--- src/rtl/stack_pkg.sv ---
// Shared definitions for the operand stack: operation encoding and its width.
package stack_pkg;

    localparam int OP_W = 3;

    // Codes 6 and 7 are not named; the stack treats them as NOP.
    typedef enum logic [OP_W-1:0] {
        OP_NOP     = 3'd0,
        OP_PUSH    = 3'd1,
        OP_POP     = 3'd2,
        OP_DUP     = 3'd3,
        OP_SWAP    = 3'd4,
        OP_REPLACE = 3'd5
    } stack_op_t;

endpackage

--- src/rtl/stack_regfile.sv ---
// Storage array for the operand stack.
//   clk              rising-edge clock (array is not reset)
//   we_a/wa_idx/wa_data   write port A (PUSH, DUP, REPLACE, SWAP)
//   we_b/wb_idx/wb_data   write port B (SWAP only)
//   ra_idx/ra_data   combinational read port (top of stack)
//   rb_idx/rb_data   combinational read port (next on stack)
// The two write ports are only ever enabled together for SWAP, where the
// indices differ, so no write-write collision resolution is needed.
module stack_regfile #(
    parameter int WIDTH = 8,
    parameter int DEPTH = 16,
    localparam int AW = (DEPTH > 1) ? $clog2(DEPTH) : 1
) (
    input  logic             clk,
    input  logic             we_a,
    input  logic [AW-1:0]    wa_idx,
    input  logic [WIDTH-1:0] wa_data,
    input  logic             we_b,
    input  logic [AW-1:0]    wb_idx,
    input  logic [WIDTH-1:0] wb_data,
    input  logic [AW-1:0]    ra_idx,
    input  logic [AW-1:0]    rb_idx,
    output logic [WIDTH-1:0] ra_data,
    output logic [WIDTH-1:0] rb_data
);

    logic [WIDTH-1:0] mem [DEPTH];

    always_ff @(posedge clk) begin
        if (we_a) mem[wa_idx] <= wa_data;
        if (we_b) mem[wb_idx] <= wb_data;
    end

    // Reads at indices beyond the valid entries are masked by the top.
    assign ra_data = mem[ra_idx];
    assign rb_data = mem[rb_idx];

endmodule

--- src/rtl/stack_unit.sv ---
// Parametrised operand stack for the multicycle stack-machine datapath.
//   clk, rst (async, active-low)
//   op_valid, op, din       one operation per cycle
//   err_clr                 clears both sticky error flags
//   tos, nos, zero, count, empty, full   live combinational view of the stack
//   pop_data, pop_valid     value removed by the last POP/REPLACE, one-cycle pulse
//   err_ovf, err_unf        sticky overflow / underflow flags
module stack_unit
    import stack_pkg::*;
#(
    parameter int WIDTH = 8,
    parameter int DEPTH = 16,
    localparam int CW = $clog2(DEPTH + 1)
) (
    input  logic             clk,
    input  logic             rst,
    input  logic             op_valid,
    input  stack_op_t        op,
    input  logic [WIDTH-1:0] din,
    input  logic             err_clr,
    output logic [WIDTH-1:0] tos,
    output logic [WIDTH-1:0] nos,
    output logic             zero,
    output logic [CW-1:0]    count,
    output logic             empty,
    output logic             full,
    output logic [WIDTH-1:0] pop_data,
    output logic             pop_valid,
    output logic             err_ovf,
    output logic             err_unf
);

    localparam int AW = (DEPTH > 1) ? $clog2(DEPTH) : 1;

    logic [CW-1:0]    cnt_q, cnt_d;
    logic [AW-1:0]    nxt_idx, top_idx, sec_idx;
    logic [WIDTH-1:0] rd_top, rd_sec;
    logic             has1, has2;
    logic             we_a, we_b;
    logic [AW-1:0]    wa_idx, wb_idx;
    logic [WIDTH-1:0] wa_data, wb_data;
    logic             pop_fire, set_ovf, set_unf;

    // Index arithmetic wraps when count is 0 or 1; the wrapped reads are
    // masked below and no write uses them because the guards reject the op.
    assign nxt_idx = AW'(cnt_q);
    assign top_idx = AW'(cnt_q - CW'(1));
    assign sec_idx = AW'(cnt_q - CW'(2));

    assign has1  = (cnt_q != '0);
    assign has2  = (cnt_q >= CW'(2));
    assign empty = ~has1;
    assign full  = (cnt_q == CW'(DEPTH));
    assign count = cnt_q;
    assign tos   = has1 ? rd_top : '0;
    assign nos   = has2 ? rd_sec : '0;
    assign zero  = has1 && (rd_top == '0);

    stack_regfile #(.WIDTH(WIDTH), .DEPTH(DEPTH)) u_rf (
        .clk     (clk),
        .we_a    (we_a),
        .wa_idx  (wa_idx),
        .wa_data (wa_data),
        .we_b    (we_b),
        .wb_idx  (wb_idx),
        .wb_data (wb_data),
        .ra_idx  (top_idx),
        .rb_idx  (sec_idx),
        .ra_data (rd_top),
        .rb_data (rd_sec)
    );

    // Decode and guard. An op that fails its guard only raises a flag.
    always_comb begin
        we_a     = 1'b0;
        wa_idx   = nxt_idx;
        wa_data  = din;
        we_b     = 1'b0;
        wb_idx   = sec_idx;
        wb_data  = tos;
        cnt_d    = cnt_q;
        pop_fire = 1'b0;
        set_ovf  = 1'b0;
        set_unf  = 1'b0;
        if (op_valid) begin
            case (op)
                OP_PUSH: begin
                    if (full) set_ovf = 1'b1;
                    else begin
                        we_a  = 1'b1;
                        cnt_d = cnt_q + CW'(1);
                    end
                end
                OP_POP: begin
                    if (!has1) set_unf = 1'b1;
                    else begin
                        pop_fire = 1'b1;
                        cnt_d    = cnt_q - CW'(1);
                    end
                end
                OP_DUP: begin
                    // Empty takes precedence over full.
                    if (!has1) set_unf = 1'b1;
                    else if (full) set_ovf = 1'b1;
                    else begin
                        we_a    = 1'b1;
                        wa_data = tos;
                        cnt_d   = cnt_q + CW'(1);
                    end
                end
                OP_SWAP: begin
                    if (!has2) set_unf = 1'b1;
                    else begin
                        we_a    = 1'b1;
                        wa_idx  = top_idx;
                        wa_data = nos;
                        we_b    = 1'b1;
                    end
                end
                OP_REPLACE: begin
                    if (!has1) set_unf = 1'b1;
                    else begin
                        we_a     = 1'b1;
                        wa_idx   = top_idx;
                        pop_fire = 1'b1;
                    end
                end
                default: ;
            endcase
        end
    end

    always_ff @(posedge clk or negedge rst) begin
        if (!rst) begin
            cnt_q     <= '0;
            pop_data  <= '0;
            pop_valid <= 1'b0;
            err_ovf   <= 1'b0;
            err_unf   <= 1'b0;
        end else begin
            cnt_q     <= cnt_d;
            pop_valid <= pop_fire;
            if (pop_fire) pop_data <= tos;
            // A new error in the same cycle as err_clr keeps the flag set.
            err_ovf   <= set_ovf | (err_ovf & ~err_clr);
            err_unf   <= set_unf | (err_unf & ~err_clr);
        end
    end

endmodule

--- config.mk ---
export PLATFORM = sky130hd
export DESIGN_NAME = stack_unit
export DESIGN_NICKNAME = d
export VERILOG_FILES = /design/src/rtl/stack_pkg.sv /design/src/rtl/stack_regfile.sv /design/src/rtl/stack_unit.sv
export SDC_FILE = /design/constraint.sdc
export NUM_CORES = 1
export LEC_CHECK = 0
export ABC_AREA = 1
export BUFFER_PORTS_ARGS = -buffer_cell sky130_fd_sc_hd__buf_4
export CORE_ASPECT_RATIO = 0.9
export CORE_MARGIN = 2
export CORE_UTILIZATION = 25
export CTS_BUF_LIST = sky130_fd_sc_hd__clkbuf_8 sky130_fd_sc_hd__clkbuf_16
export CTS_CLUSTER_SIZE = 20
export DETAILED_ROUTE_END_ITERATION = 12
export PLACE_DENSITY = 0.4
export SLEW_MARGIN = 5
export SYNTH_ARGS = -nofsm -noshare
export SYNTH_HDL_FRONTEND = slang
export SYNTH_SLANG_ARGS = --single-unit
--- constraint.sdc ---
create_clock -name clk -period 4.3 [get_ports clk]
set_input_delay 0.86 -clock clk [delete_from_list [all_inputs] [get_ports clk]]
set_output_delay 0.86 -clock clk [all_outputs]
set_load 0.03 [all_outputs]
==> results_dict.tcl, run 1 <==
set metrics [dict create \
    die_area_um2 43080 \
    drive_above_1_share_pct 12.04 \
    regToRegSetupSlack_ns 0.35 \
    outcome "finished, final reports clean" \
    synth_top_family_by_area "simple AND/OR/NAND/NOR gates" \
    postRouteAntennaNets 0 \
    cts_sinks 144 \
    track_usage_pct 20.95 \
    ys_types 32 \
    path_cells "inv_4 > buf_4 > nand2_1 > nand3_1 > nand3_1 > nand3_1 > nand2_2 > nor2_2 > buf_4" \
    crit_fanout 74 \
    cp_common_cell "nand3_1" \
    grt_pass1_wl_um 64180 \
    antenna_found_initial 1 \
    io_pins 50 \
    grt_pass1_vias 9402 \
    drv_slew 0 \
    overflow 0 \
    hold_buffers 0 \
    worst_path_largest_cell_delay_ns 0.61 \
    numCtsBuffers 17 \
    worst-path-buf-inv 3 \
    die_w_um 218.6 \
    worstPathRequired_ns 3.44 \
    cp-start-kind "register" \
    area_growth_pct 14.83 \
    reg2reg_to "u_rf.mem[6][5]$_DFFE_PP_" \
    synth-xor-area-share_pct 0.6040 \
    setup_viol 0 \
    synth_mux_area_share_pct 0 \
    setup.worst_path.start "count[0]$_DFFE_PN0P_" \
    syn_nets 1589 \
    final_core_util_pct 29.20 \
    post_cts.repair.setup_buffers 0 \
    rows 70 \
    top_layer "met5" \
    synth-edff-count 128 \
    synth-simple-area-share_pct 43.84 \
    nets 1629 \
    timing.setup.tns_ns 0 \
    avgSynthCellArea_um2 6.614 \
    rsz0062_at_grt "false" \
    clk_pin_slew_worst_paths_ns 0.07 \
    vias_per_cell 4.741 \
    routedWlPerCell_um 20.56 \
    clock_skew_ns 0.01521 \
    grt_max_degree 75 \
    min_period_ns 4.018 \
    endpoint_kind "output port" \
    fmax_mhz 248.9 \
    synth_compound_area_share_pct 2.730 \
    regArea_um2 4248 \
    hold_viol 0 \
    fill_cells 4501 \
    reg2regPathDepth 12 \
    hpwl_um 30840 \
    cts_tree "yes" \
    multi_input_comb_area_um2 4986 \
    critPathSlowestCell "buf_4" \
    htreeDepth 4 \
    post_cts_resized 0 \
    start_util_pct 25.43 \
    slew_headroom_pct 47.69 \
    cap_violations 0 \
    worstReg2RegStart "count[0]$_DFFE_PN0P_" \
    core_area_um2 40730 \
    seq_area_frac_synth_pct 40.98 \
    synth_warnings 0 \
    worst_slew_pin_slew_ns 0.7847 \
    drt_iter0_drc 1152 \
    ys_ff_latch 144 \
    firstDrtPassIters 8 \
    die_h_um 197.1 \
    cts_buffer_depth 2 \
    wl_met3_um 3774 \
    design_area_um2 11890 \
    synth_fa_ha_area_share_pct 0.9664 \
    n_antenna_cell 0 \
    wl_met1_um 21260 \
    globalplace.congestion 0.8848 \
    syn_area_um2 10360 \
    hold_class "in2async" \
    cts-root-buf "clkbuf_16" \
    synth-async-reset-ratio_pct 11.11 \
    crit_arrival_ns 3.16 \
    worstSetupPathType "reg2out" \
    vias 10235 \
    routed_wl_um 44390 \
    synthFlopType "edfxtp_1" \
    finalCritPeriodShare_pct 93.44 \
    clkLatencyLatePin_ns 0.45 \
    crit_family "simple AND/OR/NAND/NOR gates" \
    drc 0 \
    route.met2.wl_um 18340 \
    synthCells 1566 \
    io_buffers 49 \
    placed_area_um2 11300 \
]
[routing by layer]
metal  track usage (%)  vias up
met2             29.88      455
li1                  -     4936
met1             31.29     4785
met4             6.450        2
met3             4.296       57
met5                 0        -
[logic make-up after synthesis]
group | Yosys count
flip-flops | 144
XOR/XNOR | 5
adder cells (fa/ha/maj) | 8
AO/OA/AOI/OAI | 51
AND/OR/NAND/NOR | 1100
buffers and inverters | 258
[worst max path at each step]
| stage | endpoint | slack, ns | depth (start not counted) |
|---|---|---|---|
| 5_1_grt | u_rf.mem[6][5]$_DFFE_PP_ | 0.12 | 14 |
| 6_report | tos[1] | 0.28 | 9 |
| 3_3_place_gp | u_rf.mem[6][5]$_DFFE_PP_ | 0.46 | 14 |
| 4_1_cts | tos[1] | 0.33 | 9 |
| 2_1_floorplan | zero | 0.36 | 13 |
| 3_5_place_dp | u_rf.mem[6][5]$_DFFE_PP_ | 0.45 | 14 |
[sequential cells by signal, summed over array words and instances, names as in the netlist]
signal and count:
u_rf.mem 128, pop_valid 1, err_ovf 1, count 5, err_unf 1, pop_data 8
[worst register-to-register path: cells and delay by family (launching register included)]
| kind | cells | cell delay [ns] |
|---|---|---|
| buffers and inverters | 4 | 1.11 |
| DFF | 1 | 0.54 |
| and+or+nand+nor | 6 | 1.39 |
| AOI/OAI and AO/OA | 1 | 0.30 |
| adders and majority gates | 1 | 0.33 |
[cells in the mapped netlist, types with 2 or more instances]
| library cell | n | area share (%) |
|---|---|---|
| edfxtp_1 | 128 | 37 |
| a21oi_1 | 5 | 0.24 |
| buf_4 | 11 | 0.80 |
| o22ai_1 | 3 | 0.18 |
| nand3_1 | 182 | 8.8 |
| o21ai_1 | 3 | 0.14 |
| nand2_4 | 7 | 0.76 |
| nand4_1 | 2 | 0.12 |
| nand2_2 | 19 | 1.1 |
| ha_1 | 8 | 0.97 |
| buf_6 | 11 | 1.2 |
| o21ai_0 | 33 | 1.6 |
| clkinv_1 | 2 | 0.073 |
| o211ai_1 | 3 | 0.22 |
| nor2_2 | 28 | 1.7 |
| nand2_1 | 805 | 29 |
| dfrtp_1 | 16 | 3.9 |
| clkbuf_1 | 18 | 0.65 |
| buf_2 | 24 | 1.2 |
| inv_2 | 20 | 0.72 |
| inv_1 | 170 | 6.2 |
| xor2_1 | 4 | 0.34 |
| nor2_1 | 55 | 2.0 |
[layout by cell type, fill, tap and decap left out, types with 17 or more instances in the layout]
cell type	count
nor2_1	55
inv_2	19
clkbuf_16	17
nand2_2	19
buf_4	85
nand2_1	805
edfxtp_1	128
o21ai_0	33
inv_1	171
nand3_1	182
nor2_2	28
[through the flow]
stage          hold WS [ns]  setup slack (ns)  cells
2_1_floorplan        0.5644            0.3634   1566
3_3_place_gp         0.4734            0.4588   2127
3_5_place_dp         0.4790            0.4462   2127
4_1_cts              0.2602            0.3317   2159
5_1_grt              0.2746            0.1187   2159
6_report             0.2713            0.2819   2159
[layout make-up]
type                    count  share of cell area, %
well taps                 540                  5.681
clock buffers              17                  3.577
clock inverters            15                  1.420
multi-input cells        1164                  41.92
inverters                 193                  6.154
flip-flops and latches    144                  35.71
repair buffers             86                  5.533
Power of run 1 is not shown: default switching activity piles up to over one toggle a cycle in this logic, so the estimate is an artifact.
==> run 2: changes to the inputs <==
- ABC_AREA: 1 -> not set
==> results_dict.tcl, run 2 <==
set metrics [dict create \
    core_area_um2 41570 \
    synth_warnings 0 \
    grt.busiest_layer "met1" \
    routed_wl_um 44550 \
    die_area_um2 43560 \
    die_h_um 198.2 \
    track_usage_pct 20.57 \
    cts_tree "yes" \
    avgSynthCellArea_um2 11.76 \
    routedWlPerCell_um 29.82 \
    htreeDepth 4 \
    globalplace.congestion 0.8507 \
    worstPathRequired_ns 3.44 \
    die_w_um 219.8 \
    final_core_util_pct 29.55 \
    drt_iter0_drc 985 \
    synth-edff-count 128 \
    peakVddDrop_mv 0.4267 \
    ys_types 63 \
    vias 8785 \
    finalCritPeriodShare_pct 95.62 \
    cap_violations 0 \
    crit_family "buffers and inverters" \
    nets 957 \
    critPathSlowestCell "buf_4" \
    mostFrequentLayoutCells "buf_4, edfxtp_1, a31oi_1" \
    rsz0062_at_grt "false" \
    synthCells 891 \
    cts_sinks 144 \
    fmax_mhz 243.2 \
    grt_util_met1_pct 30.90 \
    cp-start-kind "register" \
    synthTopCellsByArea "edfxtp_1, mux4_2, o31ai_1" \
    drive_above_1_share_pct 31.47 \
    yosysMostFrequentCell "edfxtp_1" \
    min_period_ns 4.112 \
    cts_buffer_depth 2 \
    worst_slew_pin_slew_ns 1.234 \
    syn_nets 914 \
    synth_top_area_cell "edfxtp_1" \
    drc 0 \
    grt_pass1_vias 8338 \
    firstDrtPassIters 5 \
    ys_ff_latch 144 \
    holdWs_ns 0.2686 \
    crit_fanout 31 \
    cts-root-buf "clkbuf_16" \
    grt_max_degree 34 \
    use_met3_pct 3.656 \
    slew_headroom_pct 17.27 \
    drv_slew 0 \
    crit_cells 8 \
    io_buffers 49 \
    synth_top_cells_by_count "edfxtp_1, o31ai_1, a31oi_1, nand2_1, mux4_2" \
    n_antenna_cell 0 \
    crit_arrival_ns 3.25 \
    regMostFlops "u_rf.mem" \
    worstSetupPathType "reg2out" \
    grt_pass1_wl_um 63100 \
    postRouteAntennaNets 0 \
    setup_viol 0 \
    start_util_pct 25.20 \
    synth-async-reset-ratio_pct 11.11 \
    hold_class "in2async" \
    path_cells "buf_4 > a21boi_2 > xnor2_2 > buf_4 > mux2_2 > nand3_1 > nor3b_4 > buf_4" \
    area_growth_pct 17.27 \
    synth_top_area_share_pct 36.69 \
    syn_area_um2 10480 \
    overflow 0 \
    seq_area_frac_synth_pct 40.52 \
    numCtsBuffers 17 \
    clkLatencyLatePin_ns 0.45 \
    p_leak_nw 4.318 \
    clk_pin_slew_worst_paths_ns 0.06 \
    reg2regPathDepth 10 \
    antenna_found_initial 1 \
    worst_path_largest_cell_delay_ns 0.50 \
    met2_usage_pct 29.58 \
    clock_skew_ns 0.01818 \
    power_density_nw_per_um2 914.7 \
    rows 71 \
    io_pins 50 \
    placed_cells 1461 \
    synthFlopType "edfxtp_1" \
    cp_common_cell "buf_4" \
    hpwl_um 30010 \
    stdcell_count 1494 \
    vias_per_cell 5.880 \
    outcome "finished, final reports clean" \
    largest_register_ffs 128 \
    endpoint_kind "output port" \
    hold_viol 0 \
    worst-path-buf-inv 3 \
]
-- run 2: area by class of cell --
class | instances | area [µm²]
Tap cell | 547 | 684.4
Clock buffer | 23 | 541.8
Multi-Input combinational cell | 626 | 5680
Timing Repair Buffer | 131 | 1026
Sequential cell | 144 | 4245
Fill cell | 4250 | 29290
Inverter | 14 | 52.55
Clock inverter | 9 | 53.80
-- run 2: cells by family after synthesis --
| family | synth area share, % |
|---|---|
| AO/OA/AOI/OAI | 23.96 |
| XOR/XNOR | 0.9198 |
| adder cells (fa/ha/maj) | 0.9556 |
| buffers and inverters | 6.259 |
| flip-flops | 40.52 |
| multiplexers | 18.53 |
| AND/OR/NAND/NOR | 8.863 |
-- run 2: power breakdown --
part	switching (mW)	internal, mW	leakage [nW]
clock	0.642	0.883	0.301
combinational	5.06	2.75	2.66
sequential	0.103	1.79	1.36
-- run 2: worst paths after layout --
check,start,to,slack [ns]
setup / recovery,count[0]$_DFFE_PN0P_,zero,0.19
min in group clk,pop_data[1]$_DFFE_PN0P_,pop_data[1]$_DFFE_PN0P_,0.49
setup reg to reg,count[0]$_DFFE_PN0P_,u_rf.mem[11][4]$_DFFE_PP_,0.53
hold / removal,rst,pop_data[2]$_DFFE_PN0P_,0.27
max in group asynchronous,rst,count[0]$_DFFE_PN0P_,3.82
hold reg to reg,pop_data[1]$_DFFE_PN0P_,pop_data[1]$_DFFE_PN0P_,0.49
-- run 2: repair_timing --
action	CTS	global route
setup buffers	0	1
resized for setup	0	2
hold buffers	0	0
endpoints found under the setup margin	0	2
-- run 2: worst reg2reg max path: cells and delay by family, from the launching register on --
family	cells	cell delay, ns
compound gates	2	0.71
fa+ha+maj	1	0.39
buf+inv	5	1.35
flops	1	0.40
simple gates	2	0.61
-- run 2: per-layer routing --
layer / routed length [µm] / up-vias / share of wire, %
met1: 21020 / 4525 / 47
met4: 1198 / 0 / 2.7
met2: 19170 / 438 / 43
met5: 0 / - / 0
met3: 3167 / 51 / 7.1
li1: - / 3771 / -
-- run 2: stage by stage --
stage	power (mW)	setup TNS, ns	instance area (µm²)	worst slack [ns]
after detailed placement	9.597	0	11650	0.4862
after global routing	11.78	0	12280	0.009352
after global placement	9.592	0	11650	0.5306
after CTS	11.12	0	12250	0.02856
after floorplan	7.085	-0.01896	10490	-0.01896
final	11.24	0	12280	0.1884
(Power assumes the default switching activity.)
